## config.mk

```make
export PLATFORM = sky130hd
export DESIGN_NAME = vga_scanout
export DESIGN_NICKNAME = d
export VERILOG_FILES = /design/src/rtl/vga_pkg.sv /design/src/rtl/vga_sync_gen.sv /design/src/rtl/vga_scanout.sv
export SDC_FILE = /design/constraint.sdc
export NUM_CORES = 1
export LEC_CHECK = 0
export CORE_ASPECT_RATIO = 0.5
export CORE_MARGIN = 5
export CORE_UTILIZATION = 24
export CTS_CLUSTER_DIAMETER = 150
export DETAILED_ROUTE_END_ITERATION = 16
export SLEW_MARGIN = 40
export SYNTH_ARGS = -nofsm -noshare
export SYNTH_HDL_FRONTEND = slang
export SYNTH_SLANG_ARGS = --single-unit
```

## constraint.sdc

```tcl
create_clock -name CLOCK_50 -period 3 [get_ports CLOCK_50]
set_clock_uncertainty 0.05 [all_clocks]
set_input_delay 0.45 -clock CLOCK_50 [delete_from_list [all_inputs] [get_ports CLOCK_50]]
set_output_delay 0.45 -clock CLOCK_50 [all_outputs]
set_load 0.005 [all_outputs]
```

## src/rtl/vga_pkg.sv

```systemverilog
// Shared VGA 640x480@60 timing constants, framebuffer geometry and scanout types.
// Declarations only: no state, no latency, no flow control.
package vga_pkg;

  localparam int H_ACT   = 640;
  localparam int H_FP    = 16;
  localparam int H_SYNC  = 96;
  localparam int H_BP    = 48;
  localparam int H_TOTAL = H_ACT + H_FP + H_SYNC + H_BP;

  localparam int V_ACT   = 480;
  localparam int V_FP    = 10;
  localparam int V_SYNC  = 2;
  localparam int V_BP    = 33;
  localparam int V_TOTAL = V_ACT + V_FP + V_SYNC + V_BP;

  localparam int FB_W    = 160;
  localparam int FB_H    = 120;

  localparam int CNT_W   = 10;
  localparam int ADDR_W  = 15;

  typedef logic [CNT_W-1:0]  cnt_t;
  typedef logic [ADDR_W-1:0] fb_addr_t;
  typedef logic [2:0]        pix3_t;

  typedef struct packed {
    logic hs;
    logic vs;
    logic active;
  } sync_t;

  typedef struct packed {
    logic [9:0] r;
    logic [9:0] g;
    logic [9:0] b;
  } colour_t;

  localparam sync_t SYNC_IDLE = '{hs: 1'b1, vs: 1'b1, active: 1'b0};

  // Row stride of 160 built as 128+32 so no multiplier is inferred.
  function automatic fb_addr_t fb_addr(input cnt_t h, input cnt_t v, input int sh);
    fb_addr_t vy;
    fb_addr_t hx;
    vy = fb_addr_t'(v >> sh);
    hx = fb_addr_t'(h >> sh);
    return (vy << 7) + (vy << 5) + hx;
  endfunction

  function automatic colour_t expand_colour(input pix3_t d);
    colour_t c;
    c.r = {10{d[2]}};
    c.g = {10{d[1]}};
    c.b = {10{d[0]}};
    return c;
  endfunction

endpackage

```

## src/rtl/vga_sync_gen.sv

```systemverilog
// Pixel/line counters with raw (undelayed) HS/VS/active and a one-cycle frame_start.
// Counters step only on pix_en; free-running, no backpressure.
module vga_sync_gen
  import vga_pkg::*;
#(
  parameter int H_ACTIVE = H_ACT,
  parameter int V_ACTIVE = V_ACT
) (
  input  logic  clk,
  input  logic  rst,
  input  logic  pix_en,
  output cnt_t  h_cnt,
  output cnt_t  v_cnt,
  output sync_t sync_raw,
  output logic  frame_start
);

  // Porches and sync widths stay fixed; only the visible area scales.
  localparam int H_TOT = H_ACTIVE + (H_TOTAL - H_ACT);
  localparam int V_TOT = V_ACTIVE + (V_TOTAL - V_ACT);

  localparam cnt_t H_LAST     = cnt_t'(H_TOT - 1);
  localparam cnt_t V_LAST     = cnt_t'(V_TOT - 1);
  localparam cnt_t H_VIS      = cnt_t'(H_ACTIVE);
  localparam cnt_t V_VIS      = cnt_t'(V_ACTIVE);
  localparam cnt_t V_VIS_LAST = cnt_t'(V_ACTIVE - 1);
  localparam cnt_t HS_BEG     = cnt_t'(H_ACTIVE + H_FP);
  localparam cnt_t HS_END     = cnt_t'(H_ACTIVE + H_FP + H_SYNC - 1);
  localparam cnt_t VS_BEG     = cnt_t'(V_ACTIVE + V_FP);
  localparam cnt_t VS_END     = cnt_t'(V_ACTIVE + V_FP + V_SYNC - 1);

  always_ff @(posedge clk or posedge rst) begin
    if (rst) begin
      h_cnt       <= '0;
      v_cnt       <= '0;
      frame_start <= 1'b0;
    end else begin
      frame_start <= 1'b0;
      if (pix_en) begin
        if (h_cnt == H_LAST) begin
          h_cnt <= '0;
          if (v_cnt == V_LAST) begin
            v_cnt <= '0;
          end else begin
            v_cnt <= v_cnt + 1'b1;
          end
          // Fires in the same cycle v_cnt steps from last visible line into blanking.
          if (v_cnt == V_VIS_LAST) begin
            frame_start <= 1'b1;
          end
        end else begin
          h_cnt <= h_cnt + 1'b1;
        end
      end
    end
  end

  always_comb begin
    sync_raw        = SYNC_IDLE;
    sync_raw.hs     = !((h_cnt >= HS_BEG) && (h_cnt <= HS_END));
    sync_raw.vs     = !((v_cnt >= VS_BEG) && (v_cnt <= VS_END));
    sync_raw.active = (h_cnt < H_VIS) && (v_cnt < V_VIS);
  end

endmodule

```

## src/rtl/vga_scanout.sv

```systemverilog
// Scans a 160x120 3-bit framebuffer out to a VGA DAC, each buffer pixel replicated 4x4.
// Pins lag address issue by one pixel; free-running, no backpressure (memory answers in one cycle).
module vga_scanout
  import vga_pkg::*;
#(
  parameter int H_ACTIVE   = H_ACT,
  parameter int V_ACTIVE   = V_ACT,
  parameter int SCALE_LOG2 = 2
) (
  input  logic              CLOCK_50,
  input  logic              reset,
  output logic [ADDR_W-1:0] rd_addr,
  input  logic [2:0]        rd_data,
  output logic              frame_start,
  output logic [9:0]        VGA_R,
  output logic [9:0]        VGA_G,
  output logic [9:0]        VGA_B,
  output logic              VGA_HS,
  output logic              VGA_VS,
  output logic              VGA_BLANK_N,
  output logic              VGA_SYNC_N,
  output logic              VGA_CLK
);

  logic    phase;
  logic    pix_en;
  cnt_t    h_cnt;
  cnt_t    v_cnt;
  sync_t   sync_raw;
  sync_t   sync_iss;
  sync_t   sync_out;
  pix3_t   data_q;
  colour_t colour_q;

  // Phase clears to 0 so the very first edge after reset is a pixel edge.
  always_ff @(posedge CLOCK_50 or posedge reset) begin
    if (reset) begin
      phase <= 1'b0;
    end else begin
      phase <= ~phase;
    end
  end

  assign pix_en  = ~phase;
  assign VGA_CLK = phase;

  vga_sync_gen #(
    .H_ACTIVE (H_ACTIVE),
    .V_ACTIVE (V_ACTIVE)
  ) u_sync_gen (
    .clk         (CLOCK_50),
    .rst         (reset),
    .pix_en      (pix_en),
    .h_cnt       (h_cnt),
    .v_cnt       (v_cnt),
    .sync_raw    (sync_raw),
    .frame_start (frame_start)
  );

  always_ff @(posedge CLOCK_50 or posedge reset) begin
    if (reset) begin
      rd_addr  <= '0;
      sync_iss <= SYNC_IDLE;
    end else if (pix_en) begin
      rd_addr  <= sync_raw.active ? fb_addr(h_cnt, v_cnt, SCALE_LOG2) : '0;
      sync_iss <= sync_raw;
    end
  end

  // Memory answers in the off-phase cycle between two pixel edges.
  always_ff @(posedge CLOCK_50 or posedge reset) begin
    if (reset) begin
      data_q <= '0;
    end else if (!pix_en) begin
      data_q <= rd_data;
    end
  end

  always_ff @(posedge CLOCK_50 or posedge reset) begin
    if (reset) begin
      sync_out <= SYNC_IDLE;
      colour_q <= '0;
    end else if (pix_en) begin
      sync_out <= sync_iss;
      colour_q <= sync_iss.active ? expand_colour(data_q) : '0;
    end
  end

  assign VGA_HS      = sync_out.hs;
  assign VGA_VS      = sync_out.vs;
  assign VGA_BLANK_N = sync_out.active;
  assign VGA_SYNC_N  = 1'b0;
  assign VGA_R       = colour_q.r;
  assign VGA_G       = colour_q.g;
  assign VGA_B       = colour_q.b;

endmodule

```

; After elaboration in Yosys (flattened, before gate mapping)
; Cells that the tools add are included.
[totals]
in_bits = 5
wordCells = 42
output_inout_bits = 51
ff_bits = 76
[classes]
addsub = 4
eq_ne = 3
n_lt_le_gt_ge = 6
reduce_logical = 6
bitwise_logic = 1
mux = 7
[ops]
columns = op, n
row1 = 30-bit 2-to-1 mux, 1
row2 = 10-bit by 1-bit adder with 10-bit output (second input constant), 2
row3 = 10-bit equality test (second input constant), 2
row4 = 10-bit 2-to-1 mux, 2
row5 = 15-bit by 13-bit adder with 15-bit output, 1
row6 = 15-bit by 8-bit adder with 15-bit output, 1
row7 = 15-bit 2-to-1 mux, 1
row8 = 10-bit by 9-bit equality test with 1-bit output (second input constant), 1
row9 = 10-bit >= comparator (second input constant), 1
row10 = 10-bit by 9-bit >= comparator with 1-bit output (second input constant), 1
row11 = 10-bit <= comparator (second input constant), 1
row12 = 10-bit by 9-bit <= comparator with 1-bit output (second input constant), 1
row13 = 10-bit less-than comparator (second input constant), 1
row14 = 10-bit by 9-bit less-than comparator with 1-bit output (second input constant), 1
row15 = 1-bit logical AND, 3
row16 = 1-bit 2-to-1 mux, 3
row17 = 1-bit logical NOT, 2
row18 = 2-bit AND reduction, 1
row19 = 1-bit inverter, 1

; Logic depth before layout (Yosys ltp)
; Gate-level depths: netlist (run 1).
[logic_depth]
ltp_word = 4
mapped_depth = 8
ltp_nobuf = 8

; Hierarchy
; Synthesis (run 1) repeated with hierarchy kept, for this count alone.
[hier_totals]
hier_cells = 292
area_unflattened_um2 = 2941.6
[by_module_without_submodules]
columns = mod, seq_area_each_um2, area_per_inst_um2, instances, cells_per_inst
row1 = vga_scanout, 705.7, 1786.7, 1, 171
row2 = vga_sync_gen, 525.5, 1154.9, 1, 121

; Worst setup path after synthesis (run 1)
; OpenSTA, ideal clock, no wires.
[synth_path]
path_type = register to register
startpoint = register u_sync_gen.v_cnt[2]
endpoint = register rd_addr[13]
path_stages_with_launch = 9
setup_time_ns = 0.122
n_path_buf = 0
path_slack_ns = 0.372
t_arrival_ns = 2.456
synth_period_minus_slack_ns = 2.628
path_cell_list = dfrtp_1 > inv_1 > fa_1 > inv_1 > ha_1 > a211oi_1 > nor3_1 > or4_1 > a32o_1
[synth_via]
elab_chain_cells = 3
word_cells_on_any_way = 5
classes_between = add/sub (2) / order compare (1) / mux (1) / reduce/logical (1)
[synth_rtl]
columns = item, line
row1 = from (decl), vga_sync_gen.sv:13  ; output cnt_t v_cnt,
row2 = from (signal assigned), vga_sync_gen.sv:45  ; v_cnt <= v_cnt + 1'b1;
row3 = 15-bit by 13-bit adder with 15-bit output / 10-bit by 9-bit less-than comparator with 1-bit output (equally long branches), "vga_pkg.sv:47, vga_sync_gen.sv:62"
row4 = 15-bit by 8-bit adder with 15-bit output / 1-bit logical AND (equally long branches), "vga_pkg.sv:47, vga_sync_gen.sv:62"
row5 = 15-bit 2-to-1 mux (*), vga_scanout.sv:65  ; rd_addr <= sync_raw.active ? fb_addr(h_cnt, v_cnt, SCALE_LOG2) : '0;
row6 = to (signal assigned), vga_scanout.sv:65
row7 = to (decl), vga_scanout.sv:12  ; output logic [ADDR_W-1:0] rd_addr,
; Every way passes the cells marked *; elsewhere a longest branch is shown, timed or not.
; A chain may end at the register's enable or synchronous reset.

; Worst setup path in the final report (run 1)
[layout_path]
startpoint = register u_sync_gen.v_cnt[4]
endpoint = register rd_addr[13]
; Same word-level chain as after synthesis.

==> results of run 1 <==
metal layers:
layer / wire, um / track usage
met5: 0 / 0
met4: 100 / 0.03425
met3: 250 / 0.01330
met2: 2649 / 0.1380
met1: 2763 / 0.1144
cells in the final DEF, fill, tap and decap left out, drive strengths merged, types with 4 or more instances in the layout:
master	netlist	layout
xnor2	12	12
dfrtp	45	45
nand2	12	12
nor2	13	13
dfstp	4	4
xor2	5	5
inv	15	15
and4b	4	4
a22o	10	10
nand4	5	5
mux2	6	6
clkbuf	3	5
a21oi	5	5
nand3	12	12
nor3	5	5
o21ai	13	13
clkdlybuf4s50	0	54
ha	20	20
and3	4	4
a32o	4	4
buf	33	4
worst max-delay path, stage by stage (launching register included):
cell and delay [ps]:
dfrtp_1 450, inv_1 120, fa_1 540, inv_1 60
ha_1 310, a211oi_1 310, nor3_1 120, or4_1 470
a32o_1 250
power by group through the flow:
stage	clock network, mW	logic [mW]	registers, mW
floorplan	0	0.0430	0.683
global placement	0	0.0707	0.683
detailed placement	0	0.0711	0.684
CTS	0.640	0.0712	0.671
global route	0.661	0.0763	0.672
finish	0.622	0.0688	0.671
cell families after synthesis:
family,count (synthesis)
AOI/OAI and AO/OA,46
xor gates and xnor gates,17
adders and majority gates,22
buffers and inverters,51
DFF,49
muxes,7
other,1
and+or+nand+nor,71
cells in the mapped netlist (all sizes together), types with 6 or more instances:
cell,n,area [sq um]
dfrtp,45,1126
buf,33,240.2
ha,20,250.2
inv,15,56.30
nor2,13,48.80
o21ai,13,65.06
nand2,12,45.04
nand3,12,60.06
xnor2,12,105.1
a22o,10,98.85
mux2,6,67.56
metrics by stage:
step                      cell area, sq um  worst slack, ps  total power, mW    util  hold WS, ps
after global placement                3356            245.8           0.7540  0.2885        412.3
after CTS                             3516            139.6            1.383  0.3023        430.2
after global routing                  3517            38.70            1.410  0.3024        469.9
after floorplan                       2818            372.2           0.7258       -        397.7
final                                 3517            211.9            1.362  0.3024        429.1
after detailed placement              3356            177.6           0.7549  0.2885        419.8
timing repair:
action / 4_1_cts / 5_1_grt
setup endpoints to repair: 0 / 1
hold endpoints to repair: 0 / 0
gates resized for setup: 0 / 1
how the worst min path moves through the flow:
| stage | depth (start not counted) | slack (ps) | startpoint | endpoint |
|---|---|---|---|---|
| floorplan | 2 | 400 | sync_iss[2] | sync_iss[2] |
| global placement | 2 | 410 | sync_iss[2] | sync_iss[2] |
| detailed placement | 2 | 420 | sync_iss[2] | sync_iss[2] |
| CTS | 2 | 430 | sync_iss[2] | sync_iss[2] |
| global route | 2 | 470 | sync_iss[2] | sync_iss[2] |
| finish | 2 | 430 | sync_iss[2] | sync_iss[2] |
layout make-up:
| class | instances | area, sq um | area share |
|---|---|---|---|
| multi-input cells | 164 | 1279 | 0.3636 |
| clock buffers | 5 | 125.1 | 0.03557 |
| clock inverters | 2 | 35.03 | 0.009961 |
| well taps | 165 | 206.4 | 0.05870 |
| inverters | 15 | 56.30 | 0.01601 |
| repair buffers | 58 | 583.1 | 0.1658 |
| flip-flops and latches | 49 | 1232 | 0.3504 |
state kept, by name, indices dropped and copies added (netlist names), 3 cells and up:
register          flops
rd_addr              15
u_sync_gen.h_cnt     10
u_sync_gen.v_cnt     10
data_q                3
sync_iss              3
==> flow_summary.yaml, run 1 <==
power:
  combPwrFrac: 0.051
  cellLeakagePower_nw: 1.602
  powerDensity_nw_per_um2: 387.3
  p_sw_mw: 0.2674
  clock_power_share: 0.457
  irDropWorstVdd_uv: 178.6
  pwr-share-seq: 0.493
  netSwitchingFraction: 0.1963
  p_int_mw: 1.095
placed_design:
  portBuffers: 54
  hpwl_mm: 4.241
  post-place-cells: 451
  gp_congestion: 0.7903
yosys:
  synthXorXnorAreaFrac: 0.05284
  syn_area_sq_um: 2818
  synth_flop_cell: "dfrtp_1"
  synthSimpleGateAreaFrac: 0.1399
  avgSynthCellArea_sq_um: 10.67
  synth_compound_area_frac: 0.1292
  ys_seq_area_frac: 0.4369
  ys_types: 47
  synthCells: 264
  synth_fa_ha_area_frac: 0.1030
  synth_top_family_by_area: "simple AND/OR/NAND/NOR gates"
  synthMuxAreaShare: 0.02753
  ys.warnings.count: 0
  synth_nets: 291
  ys_ff_latch: 49
  synth_edf_count: 0
  async_flop_share: 1.000
critical_path:
  endpoint: "rd_addr[13]"
  end_kind: "flip-flop"
  cp.required_ps: 3130
  setup.worst_path.start: "u_sync_gen.v_cnt[4]"
  regToRegStartpoint: "u_sync_gen.v_cnt[4]"
  r2r_slack_ps: 210
  path_class: "reg -> reg"
  r2r_end: "rd_addr[13]"
  worstPathMaxFanout: 6
  worstPathArrival_ps: 2910
  start_kind: "flip-flop"
  r2r_cells: 8
cts:
  clk_latency_ps: 290
  path_clk_slew_ps: 60
  htreeDepth: 2
  post_cts_buffers: 0
  cts.root.buffer_cell: "clkbuf_16"
  clock_sinks: 49
  cts-hold-fix-buffers: 0
  clock_path_buffers: 2
  cts_tree: "yes"
  cts_buffers: 5
global_route:
  antenna_found_initial: 0
  grt_max_degree: 31
  grt.total_usage: 0.08498
  grt_pass1_vias: 1967
  grt_pass1_wl_mm: 9.784
  grt_overflow: 0
route:
  via_count: 1960
  wl_mm: 5.763
  vias_per_cell: 4.279
  drtIter0Drc: 93
  dr.pass1.iters: 5
  detail-route-antenna-nets: 0
  wire_per_inst_um: 12.58
  drc_errors: 0
job:
  max_cap_viol_count: 0
floorplanning:
  ioPinCount: 56
  rows: 28
  die_x_um: 163.2
  chipHeight_um: 86.62
  die_area_sq_um: 14140
  coreArea_sq_um: 11630
  start_util: 0.2423
final_layout:
  nets: 320
  n_fill_cell: 1194
  syn2layout_area_growth_pct: 24.82
  final_cells: 458
  drive_above_1_share: 0.1331
  n_antenna_cell: 0
sta:
  rsz0062_at_grt: "no"
  finalSetupViolCount: 0
  period_needed_ps: 2788
  hold_viol: 0
  max-slew-margin-rel: 0.6159
  min_period_over_period: 0.9294
  final_max_slew_viol_count: 0
  clock.fmax_mhz: 358.7
  tightest_slew_ps: 575.3
  setup_tns_ps: 0
min_path:
  worstHoldPathType: "reg -> reg"
run_status:
  outcome: "finished clean"
Power figures use the tool's default switching activity.
==> inputs of run 2 (changes only) <==
- CORE_UTILIZATION: 24 -> 52
- PLACE_DENSITY: unset -> 0.8
==> run 2 against run 1 <==
- fmax shrank 1.5%
- global-route usage increased by 8.9 points
- die area fell by 50%
- sequential power about the same
- register-to-register slack worse by 40 ps
- first-iteration DRC count up 15%
- routed wire length down 1.7%
- cell count decreased by 20%
- largest cell class unchanged
- largest power group unchanged
==> flow_summary.yaml, run 2 (same netlist as run 1, synthesis figures left out) <==
run_status:
  outcome: "finished clean"
global_route:
  grt_pass1_vias: 2049
  grt.total_usage: 0.1739
  antenna_found_initial: 0
  grt_pass1_wl_mm: 9.701
  grt_overflow: 0
  grt_max_degree: 38
final_layout:
  nets: 321
  syn2layout_area_growth_pct: 18.12
  drive_above_1_share: 0.1390
  top_register: "rd_addr"
  design_area_sq_um: 3328
  top_regs: "rd_addr x15, u_sync_gen.h_cnt x10, u_sync_gen.v_cnt x10"
  n_antenna_cell: 0
  largest_reg_flops: 15
  final_cell_mix: "clkdlybuf4s50_1 (54), dfrtp_1 (45), ha_1 (20), inv_1 (14)"
  final_common_cell: "clkdlybuf4s50_1"
power:
  netSwitchingFraction: 0.2290
  cellLeakagePower_nw: 1.572
  p_int_mw: 0.8710
  combPwrFrac: 0.059
  clock_power_share: 0.348
  pwr-share-seq: 0.593
  irDropWorstVdd_uv: 179.2
  powerDensity_nw_per_um2: 339.4
  p_sw_mw: 0.2587
floorplanning:
  rows: 18
  coreArea_sq_um: 5090
  die_x_um: 114.1
  start_util: 0.5536
  die_area_sq_um: 7080
  ioPinCount: 56
  chipHeight_um: 62.05
critical_path:
  end_kind: "flip-flop"
  worstPathArrival_ps: 2980
  critPathMaxStageDelay_ps: 580
  start_kind: "flip-flop"
  worstPathCellList: "inv_1 -> fa_1 -> inv_1 -> ha_1 -> a211oi_2 -> nor3_1 -> or4_1 -> a32o_1"
  r2r_slack_ps: 170
  cp_slowest_cell: "fa_1"
  r2r_cells: 8
  r2r_end: "rd_addr[13]"
  crit_top_cell: "inv_1"
  cp.required_ps: 3150
  regToRegStartpoint: "u_sync_gen.v_cnt[2]"
  worstPathMaxFanout: 7
  path_class: "reg -> reg"
cts:
  clk_latency_ps: 310
  htreeDepth: 2
  clock_sinks: 49
  cts-hold-fix-buffers: 0
  post_cts_resized: 0
  cts.root.buffer_cell: "clkbuf_8"
  cts_buffers: 5
  cts_tree: "yes"
  post_cts_buffers: 0
  clock_path_buffers: 2
  path_clk_slew_ps: 90
placed_design:
  gp_congestion: 0.9127
  hpwl_mm: 4.147
  dpl_cell_area_sq_um: 3232
  portBuffers: 54
route:
  dr.pass1.iters: 4
  vias_per_cell: 5.501
  detail-route-antenna-nets: 0
  wl_mm: 5.666
  wire_per_inst_um: 15.52
  via_count: 2008
  drtIter0Drc: 107
  drc_errors: 0
min_path:
  worstHoldPathType: "in -> async"
sta:
  setup_tns_ps: 0
  final_max_slew_viol_count: 0
  period_needed_ps: 2832
  clock.fmax_mhz: 353.2
  rsz0062_at_grt: "no"
  finalSetupViolCount: 0
  hold_viol: 0
  min_period_over_period: 0.9439
job:
  max_cap_viol_count: 0
## run 2: final cells by class
class                   count  area (sq um)
inverters                  15         56.30
repair buffers             59         578.1
clock buffers               5         68.82
fillers                   410          1762
flip-flops and latches     49          1231
clock inverters             3         22.52
well taps                  70         87.58
multi-input cells         164          1284
## run 2: through the flow
| stage | worst slack [ps] | power, mW | cells | util | hold slack, ps |
|---|---|---|---|---|---|
| final | 168.4 | 1.130 | 365 | 0.6539 | 331.2 |
| after CTS | 100.4 | 1.145 | 365 | 0.6529 | 335.2 |
| after floorplan | 372.2 | 0.7258 | 264 | - | 397.7 |
| after global routing | 46.65 | 1.189 | 365 | 0.6539 | 336.9 |
| after detailed placement | 146.6 | 0.7523 | 357 | 0.6350 | 422.1 |
| after global placement | 242.6 | 0.7499 | 357 | 0.6350 | 418.4 |
## run 2: worst max-delay path: cells and delay by family (launching register included)
kind                     cells  cell delay (ps)
adder cells (fa/ha/maj)      2              900
AND/OR/NAND/NOR              2              590
flip-flops                   1              470
buffers and inverters        2              200
AO/OA/AOI/OAI                2              520
## run 2: metal layers
layer  share of wire  track usage
met5               0            0
met2            0.44       0.2995
met1            0.46       0.2145
met4           0.019      0.06937
met3           0.080      0.04836
## run 2: power by group through the flow
stage,combinational [mW],clock [mW],sequential [mW]
finish,0.0665,0.393,0.670
floorplan,0.0430,0,0.683
global placement,0.0674,0,0.683
global route,0.0739,0.443,0.672
detailed placement,0.0690,0,0.683
CTS,0.0689,0.405,0.670
## run 2: how the worst max path moves through the flow
| stage | startpoint | end | depth (start not counted) |
|---|---|---|---|
| after floorplan | u_sync_gen.v_cnt[2] | rd_addr[13] | 8 |
| after global placement | u_sync_gen.v_cnt[2] | rd_addr[13] | 8 |
| after detailed placement | u_sync_gen.v_cnt[2] | rd_addr[13] | 8 |
| after CTS | u_sync_gen.v_cnt[2] | rd_addr[13] | 8 |
| after global routing | u_sync_gen.v_cnt[2] | rd_addr[13] | 8 |
| final | u_sync_gen.v_cnt[2] | rd_addr[13] | 8 |
